File: config.mk
export PLATFORM = sky130hd
export DESIGN_NAME = instr_fetch_unit
export DESIGN_NICKNAME = d
export VERILOG_FILES = /design/src/rtl/instr_fetch_unit.sv
export SDC_FILE = /design/constraint.sdc
export NUM_CORES = 1
export LEC_CHECK = 0
export CORE_AREA = 4 4 121 123
export CTS_BUF_LIST = sky130_fd_sc_hd__clkbuf_16
export CTS_CLUSTER_SIZE = 30
export DETAILED_ROUTE_END_ITERATION = 10
export DIE_AREA = 0 0 125 127
export PLACE_DENSITY_LB_ADDON = 0.15
export SLEW_MARGIN = 20
export SYNTH_ARGS = -nofsm -noshare
export SYNTH_HDL_FRONTEND = slang
export SYNTH_SLANG_ARGS = --single-unit
File: constraint.sdc
create_clock -name clk -period 3.4 [get_ports clk]
set_clock_uncertainty 0.2 [all_clocks]
set_input_delay 0.85 -clock clk [delete_from_list [all_inputs] [get_ports clk]]
set_output_delay 0.85 -clock clk [all_outputs]
set_load 0.02 [all_outputs]
File: src/rtl/instr_fetch_unit.sv
// Instruction fetch unit: PC register, req/ready instruction fetch and next-PC selection.
// Optional MISALIGN_TRAP_EN adds fetch_misaligned and a halting TRAP state.
module instr_fetch_unit #(
    parameter logic [31:0] RESET_PC  = 32'h0000_0000,
    parameter logic [31:0] NOP_INSTR = 32'h0000_0013
) (
    input  logic        clk,
    input  logic        reset,
    input  logic        stall,
    input  logic [31:0] imm_in,
    input  logic        branch_taken,
    input  logic        jal,
    input  logic        jalr,
    input  logic [31:0] jalr_base,
    output logic        imem_req,
    output logic [31:0] imem_addr,
    input  logic [31:0] imem_rdata,
    input  logic        imem_ready,
    output logic [31:0] instr_out,
    output logic        instr_valid,
    output logic [31:0] pc_out,
`ifdef MISALIGN_TRAP_EN
    output logic        fetch_misaligned,
`endif
    output logic [31:0] pc_plus4
);

`ifdef MISALIGN_TRAP_EN
    typedef enum logic [1:0] {BOOT, FETCH, HOLD, TRAP} state_t;
`else
    typedef enum logic [1:0] {BOOT, FETCH, HOLD} state_t;
`endif

    state_t      state_q;
    logic [31:0] pc_q;
    logic [31:0] instr_q;
    logic        valid_q;
    logic        req_q;
    logic [31:0] next_pc_d;
`ifdef MISALIGN_TRAP_EN
    logic        misaligned_q;
`endif

    always_comb begin
        next_pc_d = pc_q + 32'd4;
        if (jalr) begin
            next_pc_d = jalr_base & 32'hFFFF_FFFE;
        end else if (jal || branch_taken) begin
            next_pc_d = pc_q + imm_in;
        end
    end

    always_ff @(posedge clk) begin
        if (reset) begin
            state_q      <= BOOT;
            pc_q         <= RESET_PC;
            instr_q      <= NOP_INSTR;
            valid_q      <= 1'b0;
            req_q        <= 1'b0;
`ifdef MISALIGN_TRAP_EN
            misaligned_q <= 1'b0;
`endif
        end else begin
            case (state_q)
                BOOT: begin
                    state_q <= FETCH;
                    req_q   <= 1'b1;
                end
                FETCH: begin
                    if (imem_ready) begin
                        instr_q <= imem_rdata;
                        valid_q <= 1'b1;
                        req_q   <= 1'b0;
                        state_q <= HOLD;
                    end
                end
                HOLD: begin
                    if (!stall) begin
                        valid_q <= 1'b0;
`ifdef MISALIGN_TRAP_EN
                        pc_q <= next_pc_d;
                        if (next_pc_d[1:0] != 2'b00) begin
                            misaligned_q <= 1'b1;
                            state_q      <= TRAP;
                        end else begin
                            req_q   <= 1'b1;
                            state_q <= FETCH;
                        end
`else
                        pc_q    <= next_pc_d & 32'hFFFF_FFFC;
                        req_q   <= 1'b1;
                        state_q <= FETCH;
`endif
                    end
                end
                default: begin
                    // TRAP (or any stray encoding) holds until reset
                    req_q   <= 1'b0;
                    valid_q <= 1'b0;
                end
            endcase
        end
    end

    assign imem_req    = req_q;
    assign imem_addr   = pc_q;
    assign pc_out      = pc_q;
    assign pc_plus4    = pc_q + 32'd4;
    assign instr_out   = instr_q;
    assign instr_valid = valid_q;
`ifdef MISALIGN_TRAP_EN
    assign fetch_misaligned = misaligned_q;
`endif

endmodule

==> results of run 1 <==
-- per-stage QoR --
step           total power, uW  TNS (ns)  hold slack (ns)  setup slack, ns  instances
4_1_cts                   2470   -0.0232            0.254          -0.0117       1168
5_1_grt                   2570   -0.0106            0.271         -0.00943       1171
6_report                  2460         0            0.254           0.0648       1171
3_5_place_dp              1490     -8.90            0.246           -0.548       1149
2_1_floorplan             1160         0            0.317           0.0124        703
3_3_place_gp              1480     -7.34            0.242           -0.505       1149
-- state kept, by name, summed over array words and instances, names as in the netlist --
register	flops
instr_out	32
imem_addr	30
state_q	2
imem_req	1
instr_valid	1
-- final timing paths --
kind / endpoint / slack [ns] / cells after the start
setup reg to reg: imem_addr[28] / 0.34 / 11
hold / removal: instr_out[31] / 0.25 / 2
hold reg to reg: instr_out[31] / 0.25 / 2
setup / recovery: pc_plus4[28] / 0.06 / 8
-- cells in the final DEF, fill, tap and decap left out, types with 5 or more instances in the layout --
cell,netlist,final
sky130_fd_sc_hd__a31oi_1,12,9
sky130_fd_sc_hd__buf_4,36,120
sky130_fd_sc_hd__ha_1,30,28
sky130_fd_sc_hd__conb_1,1,6
sky130_fd_sc_hd__and4_1,8,8
sky130_fd_sc_hd__nand3b_1,6,6
sky130_fd_sc_hd__clkdlybuf4s50_1,0,198
sky130_fd_sc_hd__nand4_1,7,7
sky130_fd_sc_hd__xor2_1,20,19
sky130_fd_sc_hd__nand2_1,120,119
sky130_fd_sc_hd__dfxtp_1,66,65
sky130_fd_sc_hd__buf_2,1,7
sky130_fd_sc_hd__nor2_1,46,43
sky130_fd_sc_hd__o211ai_1,16,16
sky130_fd_sc_hd__a21o_1,15,15
sky130_fd_sc_hd__a21oi_1,78,75
sky130_fd_sc_hd__a221o_1,8,8
sky130_fd_sc_hd__and2_1,5,5
sky130_fd_sc_hd__inv_1,8,8
sky130_fd_sc_hd__o21a_1,8,8
sky130_fd_sc_hd__a211oi_1,7,6
sky130_fd_sc_hd__xnor2_1,24,21
sky130_fd_sc_hd__o21ai_0,28,27
sky130_fd_sc_hd__clkbuf_16,0,9
sky130_fd_sc_hd__nor2b_1,5,5
sky130_fd_sc_hd__dlygate4sd2_1,0,6
sky130_fd_sc_hd__and3_1,12,12
sky130_fd_sc_hd__or3_1,7,6
sky130_fd_sc_hd__nand3_1,23,22
sky130_fd_sc_hd__nor3_1,13,12
-- power by group --
part           total [uW]  internal [uW]  switching [uW]  leakage, uW
Sequential            828            806            22.4     0.000537
Clock                 976            581             396     0.000145
Combinational         658            331             328      0.00297
Total                2460           1720             746      0.00365
-- what timing repair did --
| item | CTS | global route |
|---|---|---|
| pin swaps | 3 | 18 |
| gates resized for setup | 58 | 35 |
| endpoints found under the setup margin | 32 | 33 |
| buffers inserted | 3 | 3 |
-- cells by family after synthesis --
logic type,Yosys count,synth area share [%]
simple gates,268,24.1
compound gates,206,26.2
buf+inv,78,8.51
flops,66,25.3
xor+xnor,44,7.38
fa+ha+maj,31,7.58
mux,4,0.815
other cells,1,0.0719
-- worst register-to-register path: stages (launching register included) --
cell and delay (ns):
sky130_fd_sc_hd__dfxtp_2 0.33, sky130_fd_sc_hd__buf_4 0.15, sky130_fd_sc_hd__ha_2 0.20, sky130_fd_sc_hd__fa_2 0.37, sky130_fd_sc_hd__a21o_1 0.23, sky130_fd_sc_hd__a311oi_4 0.34, sky130_fd_sc_hd__nor3_4 0.09, sky130_fd_sc_hd__a211oi_4 0.23
sky130_fd_sc_hd__buf_6 0.17, sky130_fd_sc_hd__a211oi_2 0.08, sky130_fd_sc_hd__or4b_1 0.47, sky130_fd_sc_hd__a31oi_1 0.13
-- final cells by class --
type                       instances  area, sq um
fill                            1261         5080
sequential                        66         1320
inverter                           8         30.0
tap                              180          225
multi-input combinational        559         3620
timing repair buffer             342         3080
clock inverter                     7         82.6
clock buffer                       9          225
-- routing by layer --
layer	vias up	share of wire, %	wire (um)	global-route usage, %
met3	40	6.7	1370	5.10
met4	0	2.4	496	8.67
met5	-	0	0	0
li1	3055	-	-	-
met1	3038	41	8390	29.4
met2	274	50	10300	45.1
==> impl_summary.md, run 1 <==
Synth
Yosys printed 0 warnings. Counting every instance in the synthesized netlist gives 698. Sequential cells were found to cover 25.3% of the synthesized design area. The share of Yosys cell area claimed by the top area cell type is 25.3%.

The synthesized design contains 66 register bits. A synthesized cell averages 7.48 sq um. The number of synthesized flops with an enable pin is 0.

The distinct cell type count after synthesis is 62. Yosys attributes the largest share of cell area to sky130_fd_sc_hd__dfxtp_1, sky130_fd_sc_hd__nand2_1, sky130_fd_sc_hd__a21oi_1, sky130_fd_sc_hd__ha_1, sky130_fd_sc_hd__buf_4. Counting flops with an async set or reset pin after synthesis yields a share of 0%. sky130_fd_sc_hd__dfxtp_1 takes more of the synthesized area than any other cell. The cell area after synthesis is 5220 sq um. By count the netlist is led by sky130_fd_sc_hd__nand2_1, sky130_fd_sc_hd__a21oi_1, sky130_fd_sc_hd__dfxtp_1. Among all cell types in the netlist, the one instantiated most often is sky130_fd_sc_hd__nand2_1. The commonest register cell after synthesis is sky130_fd_sc_hd__dfxtp_1.

Placed design
The wire-length estimate of the detail-placed layout is 15900 um. At the end of routability-driven placement, the weighted congestion stood at 0.902. The post-placement cell area is 8130 sq um. The port buffer count is 222.

Layout
The synthesis-to-layout area growth is 64.6%. The final antenna diode count is 0. The core occupancy in the finished layout is 62.9%. Summing all non-filler instances in the final layout gives an area of 8590 sq um. The net count of the finished layout is 1120. The share of cells above drive strength 1 is 19.1%.

Setup path
The category of the most critical setup path is reg -> out. Along the worst path, the maximum fanout reaches 5. The data required time of the worst path is 2.35 ns. For this design, the slowest cell found on the critical path is sky130_fd_sc_hd__or3_4.

The kind of cell with the highest combined delay on the critical path is simple AND/OR/NAND/NOR gates. For this run, the slowest stage of the critical path takes 0.42 ns. Counting both buffers and inverters, the worst setup path holds a total of 2.

The critical path starts at imem_addr[2]. The worst register-to-register path begins at imem_addr[2]. At the worst endpoint, the arrival time is 2.29 ns. The signal on the critical path passes through buf_4, ha_1, nand2_1, or3_4, nor2_1, and2_1, xor2_1, buf_2. The type of element launching the critical path is a flop. The endpoint class of the critical path is an output pin.

Detailed routing
The routed length per instance is 17.6 um. The first routing iteration left 426 violations. Once detail routing completed, the nets flagged for antenna violations numbered 0.

Wires add up to 20600 um. The number of iterations in the first detailed-routing pass is 5. The via count normalized by instance count is 5.47. The via count of the routed design is 6407. For this run, design rule violations remaining after detail routing come to 0.

Run status
The flow ran to the end, and the final reports show no timing, DRC or antenna violations.

GRT
The wire length of the first global-routing pass is 32600 um. The number of antenna violations at the first check in global routing is 0. Entering global routing, the biggest net connects 47 pins. The global-route usage over all layers is 24.9%. The number of global-route vias before repair is 6591. The total overflow left after global routing is 0.

Clock network
Clock-pin slew was measured on the worst setup and hold paths at 0.06 ns. The clock insertion delay at the later pin of the skew report is 0.34 ns. Clock tree synthesis found a total of 66 sinks. Counting the buffers created by CTS gives 9. The cts-stage hold buffer count is 0. The clock passes through at most 2 buffers. The number of levels in the clock H-tree is 3. The clock tree root buffer cell is sky130_fd_sc_hd__clkbuf_16.

The TritonCTS clock tree is built.

Power and ir drop
IR analysis of the VDD net gives a maximum drop of 0.254 mV. The cell leakage power is 0.00365 uW. The total power per unit cell area is 287 nW/um^2.

Floorplanning
The cell row count is 43. The core outline area is 13700 sq um. During I/O placement, the number of pins put on the boundary was 233. In this run the vertical extent of the chip is 127 um.

Measured along the x axis, the die boundary spans 125 um. The die covers 15900 sq um. The initial standard-cell utilization of the core is 38.2%.

Timing
The max-slew violation count is 0. Dividing the final minimum period by the clock period gives 98.1%. Timing would allow up to 300 MHz.

Setup repair after global routing could not meet its margin everywhere. Setup violations remaining at the end of the flow were counted as 0. At the pin with the least slew margin, the transition time is 0.840 ns. The number of hold violations in the final report is 0. The time the final worst path needs with I/O delays and setup is 3.34 ns. The worst max-slew margin expressed relative to the limit is 43.8%.

Min path
The start point of the worst hold path is instr_out[31]. The type of the worst min-delay path is reg -> reg.

Flow run
The tool flagged a number of max-cap violations equal to 0.
Power figures use the tool's default switching activity.
==> inputs of run 2 (changes only) <==
--- a/config.mk
+++ b/config.mk
@@ -7,7 +7,7 @@
 export LEC_CHECK = 0
 export CORE_AREA = 4 4 121 123
 export CTS_BUF_LIST = sky130_fd_sc_hd__clkbuf_16
-export CTS_CLUSTER_SIZE = 30
+export CTS_CLUSTER_SIZE = 12
 export DETAILED_ROUTE_END_ITERATION = 10
 export DIE_AREA = 0 0 125 127
 export PLACE_DENSITY_LB_ADDON = 0.15
==> results of run 2 <==
The final DEF is identical to that of run 1; final timing and power are the same.
==> inputs of run 3 (changes only) <==
==> constraint.sdc (replaced) <==
create_clock -name clk -period 2.8 [get_ports clk]
set_clock_uncertainty 0.2 [all_clocks]
set_input_delay 0.7 -clock clk [delete_from_list [all_inputs] [get_ports clk]]
set_output_delay 0.7 -clock clk [all_outputs]
set_load 0.02 [all_outputs]
==> run 3 against run 2 <==
  * The run now ends with negative setup slack left
  * Sequential share of layout area down 1.9 points
  * Utilization grew 9.6 points
  * Routed wire length up 13%
  * Setup slack lost 0.38 ns
  * Largest power group unchanged
  * Hold slack worse by 0.00063 ns
  * Highest routed layer unchanged
  * Via count grew 6.2%
  * Combinational power increased by 38%
  * Cell count rose by 6.8%
  * Clock power grew 23%
  * Die area is the same
  * Critical path depth down 2
  * Register-to-register slack got worse by 0.56 ns
==> impl_summary.md, run 3 (synthesized netlist as in run 1, its figures left out) <==
Setup path
Counting cells, the worst reg-to-reg path comes to 11. Data arrives at the worst endpoint at 2.22 ns. The category of the most critical setup path is reg -> out. The endpoint class of the critical path is an output pin. The type of element launching the critical path is a flop. The data required time of the worst path is 1.90 ns. The largest driver fanout on the critical path is 3. In this run the critical register-to-register path is launched from imem_addr[2]. The timing startpoint of the critical path is imem_addr[2].

Clock network
The number of buffers created by CTS is 9. The clock passes through at most 2 buffers. The clock insertion delay at the later pin of the skew report is 0.35 ns. The cts-stage hold buffer count is 0.

TritonCTS built the clock tree. Counting every sink on the clock net gives 66. Clock-pin slew was measured on the worst setup and hold paths at 0.06 ns. CTS built an H-tree with a depth of 3. The clock tree root buffer cell is sky130_fd_sc_hd__clkbuf_16.

Layout
In the final design database the tool counted 1200 nets. The top cell types in the final layout, fill and taps aside, are sky130_fd_sc_hd__buf_4, sky130_fd_sc_hd__clkdlybuf4s50_1, sky130_fd_sc_hd__nand2_1. The synthesis-to-layout area growth is 89.8%.

The final antenna diode count is 0. The number of fillers in the final layout is 1059. The number of flip-flops under the largest register name is 32.

The share of cells above drive strength 1 is 33.2%. Leaving out fill and tap cells, the most frequent cell in the layout is sky130_fd_sc_hd__buf_4.

Placed design
The half-perimeter wire length after detailed placement is 16700 um. The count of buffers added on input and output ports is 222. The pre-CTS setup slack is -0.932 ns. Routability-driven placement finished with a final weighted congestion of 0.970.

Timing
The smallest clock period supported by the final layout is computed as 3.12 ns. Setup repair after global routing could not meet its margin everywhere. The number of hold violations in the final report came to 0. Across all hold checks on the routed design, the worst slack comes to 0.254 ns.

The max-slew violation count came to 0. In the post-route analysis, the smallest setup slack over all paths is -0.320 ns. The maximum clock rate is 321 MHz. The final period utilization is 111%. The transition time at the pin with the least slew margin is 0.621 ns. Headroom to the max-slew limit came out at 58.6%. Setup violations remaining at the end of the flow were counted as 30.

Detailed routing
The detail route stage leaves a number of antenna-violating nets equal to 0. Before antenna repair, the detailed router went through 6 iterations. The detailed router finished its first iteration with 430 violations.

The post-route DRC violation count is 0. In the routed layout, each cell is associated on average with a via count of 5.44. The via count of the routed design is 6804. The routed length per instance is 18.6 um. The final wirelength is 23300 um.

Power and ir drop
Of the total power, the share spent switching nets is 31.0%. The share of power burned in registers is 32.2%. Per report_power, the clock group accounts for 38.6% of the total. The power dissipated by switching net loads is 965 uW. The internal power of the cells is 2150 uW.

The cell leakage power is 0.00431 uW. The maximum ir drop on the vdd rail is 0.346 mV. The total power per unit cell area is 314 nW/um^2. Per report_power, the combinational group accounts for 29.2% of the total.

Power comes to 3110 uW.

Run status
The run finished, with violations left. The final reports fail on negative setup slack.

GRT
The number of global-route vias before repair is 7126. The wire length of the first global-routing pass is 36100 um. In the global route stage, overall resource usage came out at 27.9%. Entering global routing, the biggest net connects 40 pins.

The leftover overflow at the end of global routing is 0. The number of antenna violations at the first check in global routing is 0.

Min path
The start point of the worst hold path is instr_out[21]. Along the worst hold path, the cell count comes to 2. The path class of the tightest hold or removal check is reg -> reg.

Floorplanning
The total area inside the core boundary comes to 13700 sq um. The initial standard-cell utilization of the core is 38.2%. In this run the core area contains 43 standard-cell rows. The number of ports placed on the die boundary is 233.

The floorplan step defined a die boundary enclosing 15900 sq um. The floorplan die width is 125 um. The y dimension of the die is 127 um.

Flow run
The total of max-cap violations is 0.
-- run 3: cell types whose count changed in the layout (fill, tap and decap cells not counted), sizes merged --
cell           change
inv                -1
dlygate4sd2       +11
clkinvlp           -2
clkdlybuf4s50     -22
clkbuf             -1
clkinv             +3
clkdlybuf4s15      -3
dlymetal6s2s       -1
buf               +96
-- run 3: worst max-delay path: stages, from the launching register on --
cell and delay [ns]:
sky130_fd_sc_hd__dfxtp_4 0.38, sky130_fd_sc_hd__nand2_4 0.05, sky130_fd_sc_hd__or4_4 0.63, sky130_fd_sc_hd__buf_4 0.19
sky130_fd_sc_hd__nor4_4 0.22, sky130_fd_sc_hd__xor2_1 0.21, sky130_fd_sc_hd__buf_4 0.18
-- run 3: cell type report --
| class | instances | area [sq um] | area share [%] |
|---|---|---|---|
| inverter | 8 | 30.0 | 0.303 |
| timing repair buffer | 422 | 3750 | 37.8 |
| clock inverter | 7 | 85.1 | 0.859 |
| sequential | 66 | 1340 | 13.5 |
| tap | 180 | 225 | 2.27 |
| clock buffer | 9 | 225 | 2.27 |
| multi-input combinational | 559 | 4260 | 43.0 |
-- run 3: power by group through the flow --
stage / Clock (uW) / Combinational [uW] / Sequential, uW
3_5_place_dp: 0 / 829 / 1020
4_1_cts: 1220 / 879 / 1000
3_3_place_gp: 0 / 820 / 1020
6_report: 1200 / 908 / 1000
5_1_grt: 1260 / 967 / 1010
2_1_floorplan: 0 / 340 / 1080
-- run 3: final timing paths --
| path | end | slack (ns) |
|---|---|---|
| max reg2reg | imem_addr[28] | -0.22 |
| min | instr_out[21] | 0.25 |
| min reg2reg | instr_out[21] | 0.25 |
| max | pc_plus4[31] | -0.32 |
-- run 3: metal layers --
layer  share of wire [%]  GRT usage, %  up-vias
met2                  50          48.6      308
met5                   0             0        -
met4                 4.3          13.3        0
met1                  40          33.7     3211
met3                 6.0          4.77       69
li1                    -             -     3216
-- run 3: what timing repair did --
item	in CTS	in global routing
setup buffers	27	11
endpoints found under the setup margin	50	45
pin swaps	54	23
resized for setup	233	53
-- run 3: per-stage QoR --
| step | utilization (%) | TNS, ns | instances | cell area (sq um) |
|---|---|---|---|---|
| after detailed placement | 63.1 | -25.48 | 1198 | 8620 |
| after floorplan | - | -2.43 | 703 | 5310 |
| after global routing | 72.5 | -7.85 | 1251 | 9910 |
| after global placement | 63.1 | -24.25 | 1198 | 8620 |
| after CTS | 70.1 | -4.80 | 1240 | 9580 |
| final | 72.5 | -5.12 | 1251 | 9910 |
